File: src/rtl/multicycle_control.sv
// ---------------------------------------------------------------------------
// multicycle_control
//   Main controller for a multicycle MIPS datapath. A Moore FSM walks each
//   instruction through fetch, decode, execute, memory and writeback, and
//   stalls in the memory states until MemReady is seen.
//
// Ports
//   clk          rising-edge clock
//   reset        synchronous, active-high; returns the FSM to FETCH
//   opcode[5:0]  IR opcode field, sampled in DECODE
//   MemReady     memory finishes the current access this cycle
//   PCWrite, PCWriteCond, IorD, MemRead, MemWrite, IRWrite,
//   MemToReg, RegDest, RegWrite, ALUSrcA, ALUSrcB[1:0], ALUOp[1:0],
//   PCSource[1:0]  datapath enables and mux selects
//   Illegal      one-cycle pulse after an undefined opcode is decoded
//   State[3:0]   current FSM state, for debug
// ---------------------------------------------------------------------------
module multicycle_control #(
  parameter logic [5:0] OP_RTYPE    = 6'h00,
  parameter logic [5:0] OP_LW       = 6'h23,
  parameter logic [5:0] OP_SW       = 6'h2B,
  parameter logic [5:0] OP_BEQ      = 6'h04,
  parameter logic [5:0] OP_J        = 6'h02,
  parameter logic [5:0] OP_ADDI     = 6'h08,
  parameter bit         ENABLE_JUMP = 1'b1,
  parameter bit         ENABLE_ADDI = 1'b1
) (
  input  logic       clk,
  input  logic       reset,
  input  logic [5:0] opcode,
  input  logic       MemReady,
  output logic       PCWrite,
  output logic       PCWriteCond,
  output logic       IorD,
  output logic       MemRead,
  output logic       MemWrite,
  output logic       IRWrite,
  output logic       MemToReg,
  output logic       RegDest,
  output logic       RegWrite,
  output logic       ALUSrcA,
  output logic [1:0] ALUSrcB,
  output logic [1:0] ALUOp,
  output logic [1:0] PCSource,
  output logic       Illegal,
  output logic [3:0] State
);

  typedef enum logic [3:0] {
    S_FETCH  = 4'd0,
    S_DECODE = 4'd1,
    S_MEMADR = 4'd2,
    S_MEMRD  = 4'd3,
    S_MEMWB  = 4'd4,
    S_MEMWR  = 4'd5,
    S_EXEC   = 4'd6,
    S_RWB    = 4'd7,
    S_BRANCH = 4'd8,
    S_JUMP   = 4'd9,
    S_ADDIEX = 4'd10,
    S_ADDIWB = 4'd11
  } state_t;

  state_t state_q, state_d;
  logic   is_lw_q, is_lw_d;     // lw vs sw, captured in DECODE
  logic   illegal_q, illegal_d;

  always_comb begin
    state_d   = state_q;
    is_lw_d   = is_lw_q;
    illegal_d = 1'b0;
    case (state_q)
      S_FETCH:  if (MemReady) state_d = S_DECODE;
      S_DECODE: begin
        is_lw_d = (opcode == OP_LW);
        if (opcode == OP_LW || opcode == OP_SW)   state_d = S_MEMADR;
        else if (opcode == OP_RTYPE)               state_d = S_EXEC;
        else if (opcode == OP_BEQ)                 state_d = S_BRANCH;
        else if (ENABLE_JUMP && opcode == OP_J)    state_d = S_JUMP;
        else if (ENABLE_ADDI && opcode == OP_ADDI) state_d = S_ADDIEX;
        else begin
          state_d   = S_FETCH;
          illegal_d = 1'b1;
        end
      end
      S_MEMADR: state_d = is_lw_q ? S_MEMRD : S_MEMWR;
      S_MEMRD:  if (MemReady) state_d = S_MEMWB;
      S_MEMWR:  if (MemReady) state_d = S_FETCH;
      S_EXEC:   state_d = S_RWB;
      S_ADDIEX: state_d = S_ADDIWB;
      default:  state_d = S_FETCH; // writeback/branch/jump and unused codes
    endcase
  end

  always_ff @(posedge clk) begin
    if (reset) begin
      state_q   <= S_FETCH;
      is_lw_q   <= 1'b0;
      illegal_q <= 1'b0;
    end else begin
      state_q   <= state_d;
      is_lw_q   <= is_lw_d;
      illegal_q <= illegal_d;
    end
  end

  // Moore decode; the FETCH load strobes are additionally qualified by
  // MemReady, and reset masks every write/request strobe immediately.
  always_comb begin
    PCWrite     = 1'b0;
    PCWriteCond = 1'b0;
    IorD        = 1'b0;
    MemRead     = 1'b0;
    MemWrite    = 1'b0;
    IRWrite     = 1'b0;
    MemToReg    = 1'b0;
    RegDest     = 1'b0;
    RegWrite    = 1'b0;
    ALUSrcA     = 1'b0;
    ALUSrcB     = 2'b00;
    ALUOp       = 2'b00;
    PCSource    = 2'b00;
    case (state_q)
      S_FETCH: begin
        MemRead = 1'b1;
        ALUSrcB = 2'b01;
        IRWrite = MemReady;
        PCWrite = MemReady;
      end
      S_DECODE: ALUSrcB = 2'b11;
      S_MEMADR: begin
        ALUSrcA = 1'b1;
        ALUSrcB = 2'b10;
      end
      S_MEMRD: begin
        MemRead = 1'b1;
        IorD    = 1'b1;
      end
      S_MEMWB: begin
        RegWrite = 1'b1;
        MemToReg = 1'b1;
      end
      S_MEMWR: begin
        MemWrite = 1'b1;
        IorD     = 1'b1;
      end
      S_EXEC: begin
        ALUSrcA = 1'b1;
        ALUOp   = 2'b10;
      end
      S_RWB: begin
        RegWrite = 1'b1;
        RegDest  = 1'b1;
      end
      S_BRANCH: begin
        ALUSrcA     = 1'b1;
        ALUOp       = 2'b01;
        PCWriteCond = 1'b1;
        PCSource    = 2'b01;
      end
      S_JUMP: begin
        PCWrite  = 1'b1;
        PCSource = 2'b10;
      end
      S_ADDIEX: begin
        ALUSrcA = 1'b1;
        ALUSrcB = 2'b10;
      end
      S_ADDIWB: RegWrite = 1'b1;
      default: ;
    endcase
    if (reset) begin
      PCWrite     = 1'b0;
      PCWriteCond = 1'b0;
      MemRead     = 1'b0;
      MemWrite    = 1'b0;
      IRWrite     = 1'b0;
      RegWrite    = 1'b0;
    end
  end

  assign Illegal = illegal_q;
  assign State   = state_q;

endmodule

File: config.mk
export PLATFORM = sky130hd
export DESIGN_NAME = multicycle_control
export DESIGN_NICKNAME = d
export VERILOG_FILES = /design/src/rtl/multicycle_control.sv
export SDC_FILE = /design/constraint.sdc
export NUM_CORES = 1
export LEC_CHECK = 0
export CORE_UTILIZATION = 40
export CTS_CLUSTER_SIZE = 8
export DETAILED_ROUTE_END_ITERATION = 16
export PLACE_DENSITY = 0.89
export SKIP_LAST_GASP = 1
export SYNTH_ARGS = -nofsm -noshare
export SYNTH_HDL_FRONTEND = slang
export SYNTH_SLANG_ARGS = --single-unit
File: constraint.sdc
create_clock -name clk -period 4.2 [get_ports clk]
set_input_delay 0.84 -clock clk [delete_from_list [all_inputs] [get_ports clk]]
set_output_delay 0.84 -clock clk [all_outputs]
set_load 0.01 [all_outputs]
==> metrics.log, run 1 <==
[metrics] net count of the mapped netlist: 102
[metrics] total number of yosys warnings: 0
[metrics] Pleak: 0.3052 nW
[metrics] post-synth top area cell: sky130_fd_sc_hd__dfxtp_1
[metrics] cell-by-cell trace of the critical path: clkdlybuf4s50_1 > or3_1 > a21oi_1 > clkdlybuf4s50_1
[metrics] cell types with the largest area share after synthesis: sky130_fd_sc_hd__dfxtp_1 (18%), sky130_fd_sc_hd__nor3_1 (7.7%), sky130_fd_sc_hd__a21oi_1 (6.9%)
[metrics] register clock-pin slew on the reported worst setup and hold paths: 0.04 ns
[metrics] number of buffer cells added on primary ports: 29
[metrics] instance count after placement with tap cells included: 130
[metrics] setup repair bufs after CTS: 0
[metrics] met1 routed wirelength after detailed routing: 751 um
[metrics] mean instance size in the synthesized netlist: 6.996 um2
[metrics] Max Fclk: 0.2918 GHz
[metrics] average wire per cell in the routed design: 12.88 um
[metrics] sequential-to-total area share from yosys stat: 18.46%
[metrics] total routing usage reported by global routing: 21.14%
[metrics] time the worst path needs with I/O delays and setup: 3.427 ns
[metrics] Initial Utilization: 43.19%
[metrics] Worst R2R End: State[0]$_SDFFE_PP0P_
[metrics] clock tree from TritonCTS: yes
[metrics] overall die width: 42.33 um
[metrics] wire length on met2: 868 um
[metrics] Detail Route met3 WL: 93 um
[metrics] final cell count without fillers: 133
[metrics] max-cap violation count: 0
[metrics] number of instances resized during post-cts repair: 0
[metrics] Post-Route Skew: 0.002533 ns
[metrics] slack of the worst reg-to-reg path: 2.39 ns
[metrics] Bufs and invs on worst path: 2
[metrics] power per cell area: 178.0 nW/um2
[metrics] Die Height: 42.33 um
[metrics] maximum fanout along the worst path: 11
[metrics] Critical R2R Launch: State[2]$_SDFFE_PP0P_
[metrics] worst path arrival time: 2.59 ns
[metrics] family of cells with the greatest summed delay on the critical path: buffers and inverters
[metrics] relative slew slack: 47.99%
[metrics] routability cong.: 0.8787
[metrics] cell seen most often among critical-path stages: sky130_fd_sc_hd__clkdlybuf4s50_1
[metrics] synthesis-stage register bit count: 6
[metrics] slew at the pin closest to its max-slew limit: 0.7792 ns
[metrics] Clock Latency Late Sink: 0.24 ns
[metrics] outcome: complete, no violations
[metrics] classification of the worst-slack hold path: reg2reg
[metrics] RSZ-0062 raised after global routing: no
[metrics] final hold violation count: 0
[metrics] via density per instance: 5.872
[metrics] Finish-stage setup viols: 0
[metrics] Worst Min Path Start: is_lw_q$_SDFFE_PP0P_
[metrics] CTS Buffer Depth: 2
[metrics] Detail Route Antenna Nets: 0
[metrics] top routing layer in use: met3
[metrics] vias in the first global route: 698
[metrics] area of the placeable core: 1506 um2
[metrics] hold worst-path end: is_lw_q$_SDFFE_PP0P_
[metrics] root buf cell: sky130_fd_sc_hd__clkbuf_4
[metrics] number of cell instances on the worst register-to-register path: 4
[metrics] Netlist Area Pre-Place: 650.6 um2
[metrics] Hold Buf Count CTS: 0
[metrics] DIE AREA: 1792 um2
[metrics] I/O pin cnt: 30
[metrics] Inserted Clock Buffers: 3
[metrics] drt pass-1 iters: 4
[metrics] cell with the largest stage delay on the worst path: sky130_fd_sc_hd__clkdlybuf4s50_1
[metrics] count of routing violations after the opening detailed-route iteration: 14
[metrics] Final TNS setup: 0 ns
[metrics] proportion of netlist area held by the largest area contributor: 18.46%
[metrics] CTS sink cnt: 6
[metrics] largest stage delay on the critical path: 0.63 ns
[metrics] Critical Path Start Type: input port
[metrics] diodes inserted: 0
[metrics] share of layout cells above drive strength 1: 8.547%
[metrics] number of antenna violations at the first check in global routing: 0
[metrics] deepest level of the CTS H-tree: 1
[metrics] Peak VDD IR: 0.1410 mV
[metrics] number of unique standard cell types used by synthesis: 38
[metrics] Gate Count Post-Synth: 93
[metrics] number of max-slew violations in the final report: 0
[metrics] CP endpoint kind: output port
[metrics] required arrival time at the worst endpoint: 3.36 ns
[metrics] Total Routed Length: 1.713 mm
[metrics] total via count in the routed design: 781
[metrics] first-pass GRT wire length: 2.967 mm
[metrics] classification of the worst setup path: in2out
[metrics] DRC: 0
[metrics] final period utilization: 81.60%
[metrics] Worst Hold Path Cells: 2
[metrics] post-layout net count: 128
[metrics] maximum number of pins on one net before global-route repair: 25
[metrics] # rows: 14
[metrics] sum of net half-perimeters after detailed placement: 1.287 mm
[metrics] area growth from synthesis to final layout: 43.27%
[metrics] gr ovfl total: 0
[metal layers]
layer  vias to the layer above  GRT usage, %
met4                         0         3.750
met1                       363         24.80
met2                        27         37.54
li1                        391             -
met3                         0         6.897
met5                         -             0
[kinds of logic (layout without fill, tap and decap cells)]
group,count (synthesis),after routing,synth area share (%)
XOR/XNOR,1,1,1.346
AND/OR/NAND/NOR,49,49,44.23
AO/OA/AOI/OAI,25,25,25.77
flip-flops,6,6,18.46
buffers and inverters,12,36,10.19
[tightest hold or removal path, stage by stage (launching register included)]
cell and delay [ns]:
sky130_fd_sc_hd__dfxtp_1 0.32, sky130_fd_sc_hd__nand2_1 0.06, sky130_fd_sc_hd__a21oi_1 0.05
[Yosys cell counts]
cell type                   instances
sky130_fd_sc_hd__or3_1              2
sky130_fd_sc_hd__nor3b_1            2
sky130_fd_sc_hd__nor4b_2            1
sky130_fd_sc_hd__and3_1             1
sky130_fd_sc_hd__clkbuf_1           2
sky130_fd_sc_hd__inv_1              3
sky130_fd_sc_hd__nor2_1            10
sky130_fd_sc_hd__a21oi_1            9
sky130_fd_sc_hd__and3b_1            1
sky130_fd_sc_hd__buf_2              2
sky130_fd_sc_hd__a221oi_1           1
sky130_fd_sc_hd__o22ai_1            1
sky130_fd_sc_hd__o31ai_1            1
sky130_fd_sc_hd__nor4_2             2
sky130_fd_sc_hd__a31oi_1            1
sky130_fd_sc_hd__buf_6              1
sky130_fd_sc_hd__o221ai_1           1
sky130_fd_sc_hd__and2_1             1
sky130_fd_sc_hd__a2111oi_2          1
sky130_fd_sc_hd__o31ai_2            1
sky130_fd_sc_hd__nor3_1            10
sky130_fd_sc_hd__o21a_1             2
sky130_fd_sc_hd__nand3_1            1
sky130_fd_sc_hd__inv_2              1
sky130_fd_sc_hd__buf_4              3
sky130_fd_sc_hd__nand2_1            7
sky130_fd_sc_hd__dfxtp_1            6
sky130_fd_sc_hd__nor4bb_1           1
sky130_fd_sc_hd__a32o_1             1
sky130_fd_sc_hd__o21ai_1            1
sky130_fd_sc_hd__a211oi_1           1
sky130_fd_sc_hd__o21ai_0            4
sky130_fd_sc_hd__nand2b_1           4
sky130_fd_sc_hd__xor2_1             1
sky130_fd_sc_hd__nor4_1             1
sky130_fd_sc_hd__nand4_1            1
sky130_fd_sc_hd__or4b_4             1
sky130_fd_sc_hd__nor2b_1            3
[worst max path at each step]
stage,from,to,slack [ns],cells past startpoint
6_report,reset,PCWrite,0.77,4
5_1_grt,reset,PCWrite,0.69,4
4_1_cts,reset,PCWrite,0.77,4
3_5_place_dp,reset,PCWrite,0.78,4
3_3_place_gp,reset,PCWrite,0.81,4
2_1_floorplan,reset,PCWrite,1.75,3
[stage by stage]
stage / hold WS, ns / instance area (um2) / worst slack, ns / power [mW] / utilization [%]
3_5_place_dp: 0.4651 / 909.6 / 0.7770 / 0.1156 / 60.38
4_1_cts: 0.4720 / 932.1 / 0.7686 / 0.1687 / 61.88
5_1_grt: 0.5104 / 932.1 / 0.6856 / 0.1785 / 61.88
2_1_floorplan: 0.4404 / 650.6 / 1.751 / 0.09108 / -
3_3_place_gp: 0.4636 / 909.6 / 0.8083 / 0.1142 / 60.38
6_report: 0.4716 / 932.1 / 0.7730 / 0.1659 / 61.88
[registers in the layout, summed over array words and instances, names as in the netlist]
register,cells
State,4
is_lw_q,1
Illegal,1
[power breakdown]
part           leakage [nW]  switching (mW)  internal, mW
Combinational         0.243          0.0227        0.0277
Clock                0.0138          0.0192        0.0322
Sequential           0.0487         0.00521        0.0589
[cells in the final DEF, fill, tap and decap left out, types with 2 or more instances in the layout]
| cell | n |
|---|---|
| sky130_fd_sc_hd__dfxtp_1 | 6 |
| sky130_fd_sc_hd__nor4_2 | 2 |
| sky130_fd_sc_hd__nand2_1 | 7 |
| sky130_fd_sc_hd__clkdlybuf4s50_1 | 29 |
| sky130_fd_sc_hd__nor2b_1 | 3 |
| sky130_fd_sc_hd__o21a_1 | 2 |
| sky130_fd_sc_hd__nor3_1 | 10 |
| sky130_fd_sc_hd__a21oi_1 | 9 |
| sky130_fd_sc_hd__o21ai_0 | 4 |
| sky130_fd_sc_hd__nor2_1 | 10 |
| sky130_fd_sc_hd__or3_1 | 2 |
| sky130_fd_sc_hd__nor3b_1 | 2 |
| sky130_fd_sc_hd__clkbuf_4 | 3 |
| sky130_fd_sc_hd__nand2b_1 | 4 |
| sky130_fd_sc_hd__inv_1 | 3 |
[cell type report]
cell class,count,area [um2]
sequential,6,120.1
fill,134,574.3
clock buffer,3,22.52
timing repair buffer,29,290.3
multi-input combinational,75,464.2
inverter,4,15.01
tap,16,20.02
No activity file was read; power rests on OpenSTA's default activity.
==> run 2, diff against run 1 <==
- CORE_UTILIZATION: 40 -> 36
- PLACE_DENSITY: 0.89 -> 0.85
- clock period: 4.2 -> 3.1 ns (I/O delays scaled with it)
==> metrics.log, run 2 (synthesis results as in run 1) <==
[metrics] setup repair bufs after CTS: 0
[metrics] Finish-stage setup viols: 0
[metrics] clock tree from TritonCTS: yes
[metrics] number of buffer cells added on primary ports: 29
[metrics] area growth from synthesis to final layout: 50.58%
[metrics] cell-by-cell trace of the critical path: nand2b_1 > nor3_1 > clkdlybuf4s50_1
[metrics] maximum fanout along the worst path: 24
[metrics] clock power share: 30.6%
[metrics] maximum number of pins on one net before global-route repair: 25
[metrics] number of antenna violations at the first check in global routing: 0
[metrics] CTS Buffer Depth: 2
[metrics] slew at the pin closest to its max-slew limit: 0.7693 ns
[metrics] diodes inserted: 0
[metrics] Post-Route Skew: 0.002822 ns
[metrics] DIE AREA: 1981 um2
[metrics] # rows: 14
[metrics] count of filler cells inserted in the layout: 150
[metrics] final hold violation count: 0
[metrics] commonest non-fill, non-tap cell in the layout: sky130_fd_sc_hd__clkdlybuf4s50_1
[metrics] max-cap violation count: 0
[metrics] register clock-pin slew on the reported worst setup and hold paths: 0.05 ns
[metrics] relative slew slack: 48.64%
[metrics] CTS sink cnt: 6
[metrics] routability cong.: 0.8644
[metrics] internal power of the cells: 0.1644 mW
[metrics] power per cell area: 235.4 nW/um2
[metrics] most frequent cells in the layout: sky130_fd_sc_hd__clkdlybuf4s50_1 (29), sky130_fd_sc_hd__nor2_1 (10), sky130_fd_sc_hd__nor3_1 (10)
[metrics] drt pass-1 iters: 4
[metrics] total routing usage reported by global routing: 20.52%
[metrics] overall die width: 44.51 um
[metrics] via density per instance: 5.527
[metrics] I/O pin cnt: 30
[metrics] worst slack after detailed placement: 0.4074 ns
[metrics] vias in the first global route: 705
[metrics] Critical Path Start Type: flip-flop
[metrics] number of flip-flops under the largest register name: 4
[metrics] Bufs and invs on worst path: 1
[metrics] Peak VDD IR: 0.2217 mV
[metrics] classification of the worst-slack hold path: reg2reg
[metrics] number of instances resized during post-cts repair: 0
[metrics] outcome: complete, no violations
[metrics] final period utilization: 87.89%
[metrics] deepest level of the CTS H-tree: 1
[metrics] CP endpoint kind: output port
[metrics] average wire per cell in the routed design: 12.47 um
[metrics] Max Fclk: 0.3670 GHz
[metrics] share of layout cells above drive strength 1: 12.30%
[metrics] Pleak: 0.3309 nW
[metrics] sum of net half-perimeters after detailed placement: 1.420 mm
[metrics] post-layout net count: 133
[metrics] Hold Buf Count CTS: 0
[metrics] cell with the largest stage delay on the worst path: sky130_fd_sc_hd__dfxtp_1
[metrics] worst path arrival time: 2.10 ns
[metrics] Final TNS setup: 0 ns
[metrics] Clock Latency Late Sink: 0.24 ns
[metrics] total via count in the routed design: 807
[metrics] family of cells with the greatest summed delay on the critical path: flip-flops
[metrics] Inserted Clock Buffers: 3
[metrics] DRC: 0
[metrics] final worst-path setup slack: 0.3753 ns
[metrics] Die Height: 44.51 um
[metrics] Combinational Power Share: 33.5%
[metrics] P_sw: 0.06616 mW
[metrics] first-pass GRT wire length: 3.029 mm
[metrics] Detail Route Antenna Nets: 0
[metrics] gr ovfl total: 0
[metrics] classification of the worst setup path: reg2out
[metrics] sum of internal, switching and leakage power: 0.2306 mW
[metrics] area of the placeable core: 1594 um2
[metrics] switch share: 28.69%
[metrics] root buf cell: sky130_fd_sc_hd__clkbuf_4
[metrics] count of routing violations after the opening detailed-route iteration: 8
[metrics] required arrival time at the worst endpoint: 2.48 ns
[metrics] share of power burned in registers: 35.9%
[metrics] Total Routed Length: 1.820 mm
[metrics] largest stage delay on the critical path: 0.81 ns
[metrics] Initial Utilization: 40.82%
[metrics] RSZ-0062 raised after global routing: no
[metrics] number of max-slew violations in the final report: 0
[metrics] time the worst path needs with I/O delays and setup: 2.725 ns
[run 2: area by class of cell]
type / instances / area [um2] / share of cell area, %
multi-input combinational: 75 / 464.2 / 47.38
tap: 24 / 30.03 / 3.065
sequential: 6 / 120.1 / 12.26
inverter: 4 / 15.01 / 1.533
clock buffer: 3 / 22.52 / 2.299
timing repair buffer: 34 / 327.8 / 33.46
[run 2: metrics by stage]
stage / util (%) / cells / hold WS (ns) / cell area [um2]
after global placement: 60.05 / 143 / 0.4678 / 957.2
after global routing: 61.46 / 146 / 0.4990 / 979.7
after floorplan: - / 93 / 0.4404 / 650.6
after CTS: 61.46 / 146 / 0.4824 / 979.7
final: 61.46 / 146 / 0.4824 / 979.7
after detailed placement: 60.05 / 143 / 0.4768 / 957.2
[run 2: routing by layer]
layer | part of all wire (%) | up-vias | global-route usage, %
li1 | - | 401 | -
met1 | 44 | 372 | 24.45
met2 | 49 | 30 | 35.88
met3 | 4.3 | 4 | 4.898
met4 | 2.3 | 0 | 6.667
met5 | 0 | - | 0
[run 2: final timing paths]
| kind | from | end | slack [ns] | cells after the start |
|---|---|---|---|---|
| max | State[2]$_SDFFE_PP0P_ | MemWrite | 0.38 | 3 |
| max reg2reg | State[2]$_SDFFE_PP0P_ | State[2]$_SDFFE_PP0P_ | 1.33 | 4 |
| min | is_lw_q$_SDFFE_PP0P_ | is_lw_q$_SDFFE_PP0P_ | 0.48 | 2 |
| min reg2reg | is_lw_q$_SDFFE_PP0P_ | is_lw_q$_SDFFE_PP0P_ | 0.48 | 2 |
[run 2: power groups by stage]
| stage | registers [mW] | clock network (mW) | logic [mW] |
|---|---|---|---|
| after floorplan | 0.0846 | 0 | 0.0388 |
| after global placement | 0.0840 | 0 | 0.0754 |
| after detailed placement | 0.0842 | 0 | 0.0767 |
| after CTS | 0.0828 | 0.0733 | 0.0771 |
| after global routing | 0.0828 | 0.0782 | 0.0847 |
| final | 0.0827 | 0.0706 | 0.0772 |
[run 2: worst reg2reg max path, cell delays in order (launching register included)]
cell                        delay [ns]
sky130_fd_sc_hd__dfxtp_1          0.81
sky130_fd_sc_hd__nor3b_1          0.15
sky130_fd_sc_hd__a2111oi_2        0.42
sky130_fd_sc_hd__a31oi_1          0.10
sky130_fd_sc_hd__o31ai_2          0.20
